===== src/rtl/frame_filler.sv =====
// Fills the whole DDR2 frame buffer with one colour, pushing one address and
// two write-data words per 8-pixel burst into the memory arbiter FIFOs.
module frame_filler #(
    parameter int unsigned H_PIXELS = 1024,
    parameter int unsigned V_PIXELS = 768,
    parameter logic [31:0] FB_BASE  = 32'h1080_0000
) (
    input  logic         clk,
    input  logic         rst,
    input  logic [23:0]  filler_color,
    input  logic         filler_valid,
    output logic         filler_ready,
    output logic [30:0]  af_addr_din,
    output logic         af_wr_en,
    input  logic         af_full,
    output logic [127:0] wdf_din,
    output logic [15:0]  wdf_mask_din,
    output logic         wdf_wr_en,
    input  logic         wdf_full,
    output logic         fill_done
);

    localparam int unsigned NBURST = H_PIXELS * V_PIXELS / 8;
    localparam int unsigned CNT_W  = (NBURST > 1) ? $clog2(NBURST) : 1;
    localparam logic [CNT_W-1:0] LAST_BURST = CNT_W'(NBURST - 1);

    typedef enum logic [1:0] {
        StIdle,
        StCmd,
        StData2
    } state_e;

    state_e           state_q, state_d;
    logic [CNT_W-1:0] cnt_q, cnt_d;
    logic [23:0]      colour_q, colour_d;
    logic             fill_done_q, fill_done_d;
    logic             cmd_push;
    logic             data_push;

    // The low 31 bits of the 32-bit sum equal the 31-bit sum, so only those are formed.
    assign af_addr_din  = FB_BASE[30:0] + (31'(cnt_q) << 5);
    assign wdf_din      = {4{8'h00, colour_q}};
    assign wdf_mask_din = 16'h0000;
    assign fill_done    = fill_done_q;

    always_comb begin
        state_d      = state_q;
        cnt_d        = cnt_q;
        colour_d     = colour_q;
        fill_done_d  = 1'b0;
        filler_ready = 1'b0;
        cmd_push     = 1'b0;
        data_push    = 1'b0;
        af_wr_en     = 1'b0;
        wdf_wr_en    = 1'b0;

        // Reset gates every output so no enable fires in the reset cycle.
        if (!rst) begin
            unique case (state_q)
                StIdle: begin
                    filler_ready = 1'b1;
                    if (filler_valid) begin
                        colour_d = filler_color;
                        cnt_d    = '0;
                        state_d  = StCmd;
                    end
                end
                StCmd: begin
                    // Address and first data word go together or not at all.
                    cmd_push  = ~af_full & ~wdf_full;
                    af_wr_en  = cmd_push;
                    wdf_wr_en = cmd_push;
                    if (cmd_push) begin
                        state_d = StData2;
                    end
                end
                StData2: begin
                    data_push = ~wdf_full;
                    wdf_wr_en = data_push;
                    if (data_push) begin
                        if (cnt_q == LAST_BURST) begin
                            state_d     = StIdle;
                            fill_done_d = 1'b1;
                        end else begin
                            cnt_d   = cnt_q + 1'b1;
                            state_d = StCmd;
                        end
                    end
                end
                default: begin
                    state_d = StIdle;
                end
            endcase
        end
    end

    always_ff @(posedge clk) begin
        if (rst) begin
            state_q     <= StIdle;
            cnt_q       <= '0;
            colour_q    <= 24'h000000;
            fill_done_q <= 1'b0;
        end else begin
            state_q     <= state_d;
            cnt_q       <= cnt_d;
            colour_q    <= colour_d;
            fill_done_q <= fill_done_d;
        end
    end

endmodule


===== config.mk =====
export PLATFORM = sky130hd
export DESIGN_NAME = frame_filler
export DESIGN_NICKNAME = d
export VERILOG_FILES = /design/src/rtl/frame_filler.sv
export SDC_FILE = /design/constraint.sdc
export NUM_CORES = 1
export LEC_CHECK = 0
export ABC_AREA = 1
export BUFFER_PORTS_ARGS = -buffer_cell sky130_fd_sc_hd__buf_2
export CORE_MARGIN = 3
export CORE_UTILIZATION = 43
export CTS_CLUSTER_DIAMETER = 60
export DETAILED_ROUTE_END_ITERATION = 6
export PLACE_DENSITY = 0.81
export SYNTH_ARGS = -nofsm -noshare
export SYNTH_HDL_FRONTEND = slang
export SYNTH_SLANG_ARGS = --single-unit
export TNS_END_PERCENT = 100

===== constraint.sdc =====
create_clock -name clk -period 2.1 [get_ports clk]
set_clock_uncertainty 0.1 [all_clocks]
set_input_delay 0.105 -clock clk [delete_from_list [all_inputs] [get_ports clk]]
set_output_delay 0.105 -clock clk [all_outputs]
set_load 0.02 [all_outputs]

==> metrics.txt, run 1 <==
status=finished clean; Final Wtd Congestion=0.869; proportion of synthesized chip area in sequential cells=26.9%; met3 Use GR=4.75%; DP HPWL=5940 um; CP Cell Sequence=inv_1, ha_1, nand2_1, a21oi_1, buf_2; setup ws final=0.180 ns; DP Area=3320 um^2; CTS Buf Count=5; placed cells=638; WP data required=1.89 ns; Final period util=91.4%; Gate Count Post-Synth=475; Max clock buf depth=2; Setup TNS Final=0 ns; CP max FO=10; fmax=521 MHz; Initial Util=44.7%; async set-or-reset flop fraction in the synthesized netlist=0%; largest net degree at the start of global routing=25; Leak=1.96 nW; drt total wl=8230 um; CTS H-Tree Depth=2; global route overflow=0; Non-Filler Instances=670; WL/cell=12.3 um; Layout area overhead=12.4%; Arr. time, crit path=1.71 ns; global route hottest layer=met2; Max VDD drop=0.000295 V; EDFF count, synth=0; clock sink count=44; First-pass DRT Iterations=4; commonest non-fill, non-tap cell in the layout=buf_2; Post-Layout Inst Area=3680 um^2; CP max stage delay=0.42 ns; Clock Pin Slew Worst Setup and Hold Paths=0.09 ns; most frequent cells in the layout=buf_2, nor2_1, nand2_1; Distinct cells, synth=29; Total GRT Usage=17.5%; worst hold path class=input pin to flip-flop; grt met2 use=32.7%; Residual DRC=0; Max transition margin=51.9%; CTS tree=built; DR vias/cell=4.49; Top FF cell, synth=dfxtp_1; Slew @ Worst Pin=0.720 ns; clk_lat worst skew=0.30 ns; GR Layer Usage met1=19.1%; final setup fails=0; post-synthesis register bit count=44; worst setup path class=flip-flop to output port; DRT iter0 DRCs=112; die width=93.3 um; fillers=694; Worst Setup End Kind=output port; RSZ-0062 raised after global routing=no; CP startpoint kind=flip-flop; die area=8700 um^2; min Tclk post-route=1.92 ns; I/O Pins=208; I/O Buffers=145; first-pass GRT wire length=12400 um; mapped cell area=3280 um^2; n_diodes=0; number of failing hold endpoints at the final stage=0; row cnt=31; Avg Inst Size Synth=6.90 um^2; die height=93.3 um; Placeable Area=7330 um^2; initial antenna violation count=0; number of routed nets with antenna violations=0; Crit-path slowest cell=ha_1; via count=3008; Slew Viols, Final=0; Clock Tree Root=clkbuf_8; worst slack at placement=0.173 ns; share of layout cells above drive strength 1=31.2%; Ys Warns=0; vias in the first global route=2627; # Max-Cap Violations=0; pwr/cell area=785 nW/um^2; Final #Nets=604
==> final timing paths <==
kind | from | endpoint | slack, ns | cells after the start
worst max register to register | state_q[0] | cnt_q[7] | 0.19 | 6
worst max-delay path | state_q[0] | wdf_wr_en | 0.18 | 5
worst min-delay path | wdf_full | fill_done | 0.02 | 4
worst min register to register | colour_q[1] | colour_q[1] | 0.43 | 2
==> per-layer routing <==
layer / vias up / part of all wire, %
met4: 0 / 0.92
met2: 152 / 51
met5: - / 0
met3: 8 / 11
met1: 1368 / 37
li1: 1480 / -
==> worst max-delay path: cells and delay by family, from the launching register on <==
| kind | cells | cell delay (ns) |
|---|---|---|
| flip-flops | 1 | 0.34 |
| adder cells (fa/ha/maj) | 1 | 0.42 |
| AND/OR/NAND/NOR | 1 | 0.13 |
| buffers and inverters | 2 | 0.31 |
| AO/OA/AOI/OAI | 1 | 0.21 |
==> flip-flops by register name, indices dropped and copies added, names as in the netlist <==
signal and cells:
colour_q 24, state_q 2, cnt_q 17, fill_done 1
==> power by group <==
| part | leakage (nW) | internal (W) | total (W) | switching (W) |
|---|---|---|---|---|
| sequential | 0.362 | 0.000926 | 0.00104 | 0.000113 |
| clock | 0.0583 | 0.000358 | 0.000669 | 0.000310 |
| combinational | 1.54 | 0.000354 | 0.00118 | 0.000831 |
| total | 1.96 | 0.00164 | 0.00289 | 0.00125 |
==> Yosys cell counts (3+ instances only) <==
cell type	count	share of area, %
inv_1	27	3.1
a21oi_1	6	0.92
nor2_1	89	10
ha_1	5	1.9
buf_1	3	0.34
buf_4	134	31
a21oi_2	9	2.4
buf_2	3	0.46
buf_6	3	1.0
nand3_1	25	3.8
nand4_1	3	0.57
clkbuf_1	5	0.57
o21ai_0	30	4.6
nor3_1	5	0.76
nand2_1	66	7.6
dfxtp_1	44	27
==> kinds of logic after synthesis <==
kind of cell / Yosys count / synth area share (%)
buf+inv: 176 / 36.3
xor+xnor: 1 / 0.267
flops: 44 / 26.9
fa+ha+maj: 5 / 1.91
other cells: 2 / 0.229
compound gates: 48 / 8.59
simple gates: 199 / 25.8
==> repair_timing <==
item | 4_1_cts | 5_1_grt
hold endpoints to repair | 24 | 0
resized for setup | 0 | 1
endpoints found under the setup margin | 0 | 2
hold buffers | 24 | 0
buffers inserted | 0 | 0
==> per-stage QoR <==
| stage | hold WS (ns) | util [%] | power [W] |
|---|---|---|---|
| 6_report | 0.0249 | 50.3 | 0.00289 |
| 5_1_grt | 0.0312 | 50.3 | 0.00306 |
| 4_1_cts | 0.0157 | 50.1 | 0.00289 |
| 3_5_place_dp | 0.266 | 45.3 | 0.00218 |
| 3_3_place_gp | 0.253 | 45.3 | 0.00216 |
| 2_1_floorplan | 0.160 | - | 0.00216 |
==> final cells by class <==
type / count / area (um^2) / share of cell area [%]
Clock inverter: 3 / 47.5 / 1.29
Inverter: 28 / 105 / 2.85
Multi-Input combinational cell: 315 / 1440 / 39.1
Sequential cell: 44 / 881 / 23.9
Timing Repair Buffer: 176 / 1020 / 27.6
Clock buffer: 5 / 68.8 / 1.87
Tap cell: 99 / 124 / 3.36
Note: power is estimated with default switching activity, not from simulation.
==> run 2, diff against run 1 <==
Settings changed: BUFFER_PORTS_ARGS -buffer_cell sky130_fd_sc_hd__buf_2 to -buffer_cell sky130_fd_sc_hd__buf_4.
==> run 2 against run 1 <==
Setup slack improved by 0.016 ns. Non-clock buffer count grew 2. Critical path depth rose by 5. Highest routed layer unchanged. Critical path type is now flip-flop to flip-flop. Maximum frequency up 0.85%. Via count grew 0.30%. First-iteration DRC count rose by 85%. Flip-flop and latch count unchanged. Core utilization rose by 5.3 points. Sequential share of layout area is 2.3 points lower. Clock power about the same. Largest power group unchanged. Register-to-register slack about the same.
==> metrics.txt, run 2 (synthesized netlist as in run 1, its figures left out) <==
share of layout cells above drive strength 1=31.4% (was 31.2%); Post-Layout Inst Area=4080 um^2 (was 3680 um^2); number of routed nets with antenna violations=0 (unchanged); CTS H-Tree Depth=2 (unchanged); clock sink count=44 (unchanged); DP Area=3690 um^2 (was 3320 um^2); Arr. time, crit path=2.00 ns (was 1.71 ns); r2r setup slk=0.20 ns (was 0.19 ns); die area=8700 um^2 (unchanged); clk_lat worst skew=0.30 ns (about the same); Crit-path slowest cell=dfxtp_1 (was ha_1); Residual DRC=0 (unchanged); Total GRT Usage=18.2% (was 17.5%); number of failing hold endpoints at the final stage=0 (unchanged); Clock Tree Root=clkbuf_8 (unchanged); fillers=670 (was 694); DRT iter0 DRCs=207 (was 112); number of flip-flops in the largest register=24 (unchanged); I/O Pins=208 (unchanged); Final #Nets=606 (was 604); worst hold path class=input pin to flip-flop (unchanged); RSZ-0062 raised after global routing=no (unchanged); biggest regs=colour_q x24, cnt_q x17, state_q x2 (unchanged); Leak=2.01 nW (was 1.96 nW); First-pass DRT Iterations=4 (unchanged); Setup TNS Final=0 ns (unchanged); Hold Path Sink=fill_done (unchanged); Slew @ Worst Pin=0.754 ns (was 0.720 ns); Critical Path Most Common Cell=nand2_1; setup ws final=0.196 ns (was 0.180 ns); R2R cell count=10 (was 6); Max clock buf depth=2 (unchanged); RR Startpoint=cnt_q[0] (was state_q[0]); final setup fails=0 (unchanged); DP HPWL=6180 um (was 5940 um); Clock Pin Slew Worst Setup and Hold Paths=0.09 ns (about the same); CP startpoint kind=flip-flop (unchanged); die width=93.3 um (unchanged); CP max stage delay=0.44 ns (was 0.42 ns); global route overflow=0 (unchanged); CP max FO=20 (was 10); hold_sp=wdf_full (unchanged); CP Cell Sequence=ha_1, nand2_1, nor2_4, nand4_2, nand2_2, nand2_4, nand2_8, nand2_1, nand2_1, nor2_1 (was inv_1, ha_1, nand2_1, a21oi_1, buf_2); Layout area overhead=24.4% (was 12.4%); n_diodes=0 (unchanged); I/O Buffers=145 (unchanged); vias in the first global route=2654 (was 2627); final core occ=55.6% (was 50.3%); Placeable Area=7330 um^2 (unchanged); largest net degree at the start of global routing=25 (unchanged); drt total wl=8600 um (was 8230 um); Max VDD drop=0.000316 V (was 0.000295 V); fmax=525 MHz (was 521 MHz); WHS Path Cells=4 (unchanged); Initial Util=44.7% (unchanged); CTS Buf Count=5 (unchanged); CTS tree=built (unchanged); Final period util=90.7% (was 91.4%); pwr/cell area=756 nW/um^2 (was 785 nW/um^2); row cnt=31 (unchanged); Slew Viols, Final=0 (unchanged); Largest Register=colour_q (unchanged); worst slack at placement=0.180 ns (was 0.173 ns); min Tclk post-route=1.90 ns (was 1.92 ns); WP data required=2.20 ns (was 1.89 ns); commonest non-fill, non-tap cell in the layout=buf_4 (was buf_2); initial antenna violation count=0 (unchanged); via count=3017 (was 3008); status=finished clean (unchanged); Worst Setup End Kind=flip-flop (was output port); worst reg2reg endpoint=cnt_q[1] (was cnt_q[7]); most frequent cells in the layout=buf_4, nor2_1, nand2_1 (was buf_2, nor2_1, nand2_1); Max transition margin=49.7% (was 51.9%); Final Wtd Congestion=0.879 (was 0.869); DR vias/cell=4.49 (about the same); WL/cell=12.8 um (was 12.3 um); worst setup path class=flip-flop to flip-flop (was flip-flop to output port); die height=93.3 um (unchanged); first-pass GRT wire length=13000 um (was 12400 um); # Max-Cap Violations=0 (unchanged)
[run 2: cell count changes in the layout (fill, tap and decap cells not counted)]
| cell | change |
|---|---|
| clkinvlp_4 | +2 |
| buf_2 | -145 |
| clkinv_4 | -2 |
| a21oi_4 | +1 |
| inv_6 | +1 |
| inv_1 | -1 |
| buf_4 | +146 |
| a21oi_2 | -1 |
| dlygate4sd3_1 | +1 |
[run 2: per-layer routing]
layer / routed length (um) / up-vias / track usage (%)
li1: - / 1477 / -
met1: 3330 / 1357 / 21.9
met2: 4300 / 170 / 32.6
met3: 862 / 13 / 3.86
met4: 109 / 0 / 5.01
met5: 0 / - / 0
[run 2: cell type report]
type	instances	area [um^2]	share of cell area (%)
multi-input combinational	315	1450	35.5
tap	99	124	3.04
clock inverter	3	46.3	1.14
clock buffer	5	68.8	1.69
inverter	28	109	2.67
sequential	44	881	21.6
timing repair buffer	178	1400	34.3
[run 2: critical path: cells and delay by family, from the launching register on]
kind / cells / cell delay, ns
flip-flops: 1 / 0.44
AND/OR/NAND/NOR: 9 / 1.02
adder cells (fa/ha/maj): 1 / 0.25
[run 2: what timing repair did]
action | 4_1_cts | 5_1_grt
gates resized for setup | 0 | 3
buffers inserted | 0 | 0
endpoints found under the setup margin | 0 | 15
endpoints found under the hold margin | 32 | 0
hold buffers | 25 | 0
[run 2: worst max path at each step]
stage               startpoint         to  cells after the start
floorplan             cnt_q[0]   cnt_q[1]                     11
global placement      cnt_q[0]   cnt_q[1]                     10
detailed placement    cnt_q[0]   cnt_q[1]                     10
CTS                        rst  wdf_wr_en                      6
global route          cnt_q[0]  cnt_q[16]                     10
finish                cnt_q[0]   cnt_q[1]                     10
[run 2: where the power goes]
| part | internal (W) | leakage (nW) | switching, W |
|---|---|---|---|
| Sequential | 0.000926 | 0.362 | 0.000129 |
| Clock | 0.000359 | 0.0548 | 0.000314 |
| Combinational | 0.000513 | 1.59 | 0.000839 |
[run 2: through the flow]
| stage | hold WS (ns) | power (W) | instances |
|---|---|---|---|
| after CTS | 0.0139 | 0.00307 | 672 |
| after detailed placement | 0.264 | 0.00236 | 639 |
| after floorplan | 0.160 | 0.00216 | 535 |
| final | 0.0427 | 0.00308 | 672 |
| after global routing | 0.0359 | 0.00326 | 672 |
| after global placement | 0.256 | 0.00234 | 639 |
==> run 3, diff against run 2 <==
Settings changed: REMOVE_ABC_BUFFERS set to 1.
==> run 3 against run 2 <==
Setup slack got worse by 0.0069 ns. Die area did not move. Wire length rose by 3.2%. Non-clock buffer count shrank 1. Power increased by 0.76%. Maximum frequency is 0.36% lower. Flip-flop and latch count did not move. Clock power increased by 3.3%. Final cell count is 0.15% lower. Critical path type unchanged. Largest power group unchanged. Highest routed layer unchanged.
==> metrics.txt, run 3 (synthesized netlist as in run 1, its figures left out) <==
Clock Pin Slew Worst Setup and Hold Paths=0.09 ns (about the same); DR vias/cell=4.54 (was 4.49); # Max-Cap Violations=0 (unchanged); worst slack at placement=0.209 ns (was 0.180 ns); row cnt=31 (unchanged); pwr/cell area=764 nW/um^2 (was 756 nW/um^2); CP startpoint kind=flip-flop (unchanged); Max VDD drop=0.000444 V (was 0.000316 V); Max transition margin=51.6% (was 49.7%); Max clock buf depth=2 (unchanged); Worst Setup SP=state_q[0] (was cnt_q[0]); First-pass DRT Iterations=4 (unchanged); first-pass GRT wire length=14000 um (was 13000 um); WP data required=2.25 ns (was 2.20 ns); Slew Viols, Final=0 (unchanged); most frequent cells in the layout=buf_4, nor2_1, nand2_1 (unchanged); via count=3046 (was 3017); Leak=2.00 nW (was 2.01 nW); vias in the first global route=2868 (was 2654); fmax=523 MHz (was 525 MHz); CP max FO=10 (was 20); I/O Pins=208 (unchanged); Initial Util=44.7% (unchanged); Final Wtd Congestion=0.912 (was 0.879); Final #Nets=605 (was 606); WL/cell=13.2 um (was 12.8 um); share of layout cells above drive strength 1=31.3% (was 31.4%); Clock Tree Root=clkbuf_8 (unchanged); RSZ-0062 raised after global routing=no (unchanged); Post-Layout Inst Area=4060 um^2 (was 4080 um^2); die height=93.3 um (unchanged); DRT iter0 DRCs=155 (was 207); Total GRT Usage=20.0% (was 18.2%); min Tclk post-route=1.91 ns (was 1.90 ns); Setup TNS Final=0 ns (unchanged); Residual DRC=0 (unchanged); number of failing hold endpoints at the final stage=0 (unchanged); initial antenna violation count=0 (unchanged); Arr. time, crit path=2.06 ns (was 2.00 ns); largest net degree at the start of global routing=28 (was 25); CTS Buf Count=5 (unchanged); Placeable Area=7330 um^2 (unchanged); I/O Buffers=145 (unchanged); n_diodes=0 (unchanged); CTS H-Tree Depth=2 (unchanged); Largest Register=colour_q (unchanged); Final period util=91.0% (was 90.7%); Worst Setup End Kind=flip-flop (unchanged); final setup fails=0 (unchanged); RR Startpoint=state_q[0] (was cnt_q[0]); biggest regs=colour_q x24, cnt_q x17, state_q x2 (unchanged); CTS tree=built (unchanged); status=finished clean (unchanged); commonest non-fill, non-tap cell in the layout=buf_4 (unchanged); hold slack=0.0517 ns (was 0.0427 ns); final core occ=55.4% (was 55.6%); worst hold path class=input pin to flip-flop (unchanged); worst setup path class=flip-flop to flip-flop (unchanged); clk_lat worst skew=0.31 ns (was 0.30 ns); DP HPWL=6340 um (was 6180 um); hold_sp=wdf_full (unchanged); DP Area=3680 um^2 (was 3690 um^2); number of flip-flops in the largest register=24 (unchanged); number of routed nets with antenna violations=0 (unchanged); drt total wl=8880 um (was 8600 um); global route overflow=0 (unchanged); setup ws final=0.189 ns (was 0.196 ns); die area=8700 um^2 (unchanged); die width=93.3 um (unchanged); Slew @ Worst Pin=0.725 ns (was 0.754 ns); Layout area overhead=23.9% (was 24.4%); clock sink count=44 (unchanged)
## run 3: cell count changes in the layout (fill, tap and decap cells not counted)
cell and delta:
a21oi_4 -1, a21oi_2 +1, buf_4 -1
## run 3: worst max-delay path: stages, from the launching register on
cell and delay, ns:
dfxtp_1 0.37, inv_1 0.09, ha_1 0.34, a21oi_2 0.44, buf_4 0.23, nand4_1 0.10
nand2_1 0.07, inv_1 0.04, nor2_1 0.07
## run 3: routing by layer
metal  track usage (%)  wire, um  up-vias
met5                 0         0        -
met4              6.11       107        0
met3              6.60       992       11
met2              35.4      4530      169
met1              22.6      3250     1392
li1                  -         -     1474
## run 3: per-stage QoR
step	cells	power, W
after floorplan	387	0.00178
after global placement	638	0.00234
after detailed placement	638	0.00236
after CTS	671	0.00308
after global routing	671	0.00326
final	671	0.00310
## run 3: cell type report
cell class	instances	area, um^2
Fill cell	675	3270
Multi-Input combinational cell	315	1440
Timing Repair Buffer	177	1390
Sequential cell	44	881
Tap cell	99	124
Inverter	28	109
Clock buffer	5	68.8
Clock inverter	3	46.3
## run 3: where the power goes
part           switching (W)  leakage (nW)  internal, W
Clock               0.000335        0.0548     0.000359
Sequential          0.000132         0.362     0.000926
Combinational       0.000840          1.58     0.000510
Total                0.00131          2.00      0.00180
## run 3: path summary, 6_finish.rpt
path                               endpoint  slack [ns]  cells past startpoint
worst max-delay path              cnt_q[12]        0.19                      8
worst min-delay path              fill_done        0.05                      4
worst max register to register    cnt_q[12]        0.19                      8
worst min register to register  colour_q[3]        0.44                      2
## run 3: timing repair
action / in CTS / in global routing
hold endpoints to repair: 30 / 0
hold buffers: 25 / 0
setup endpoints to repair: 0 / 15
gates resized for setup: 0 / 2
setup buffers: 0 / 0
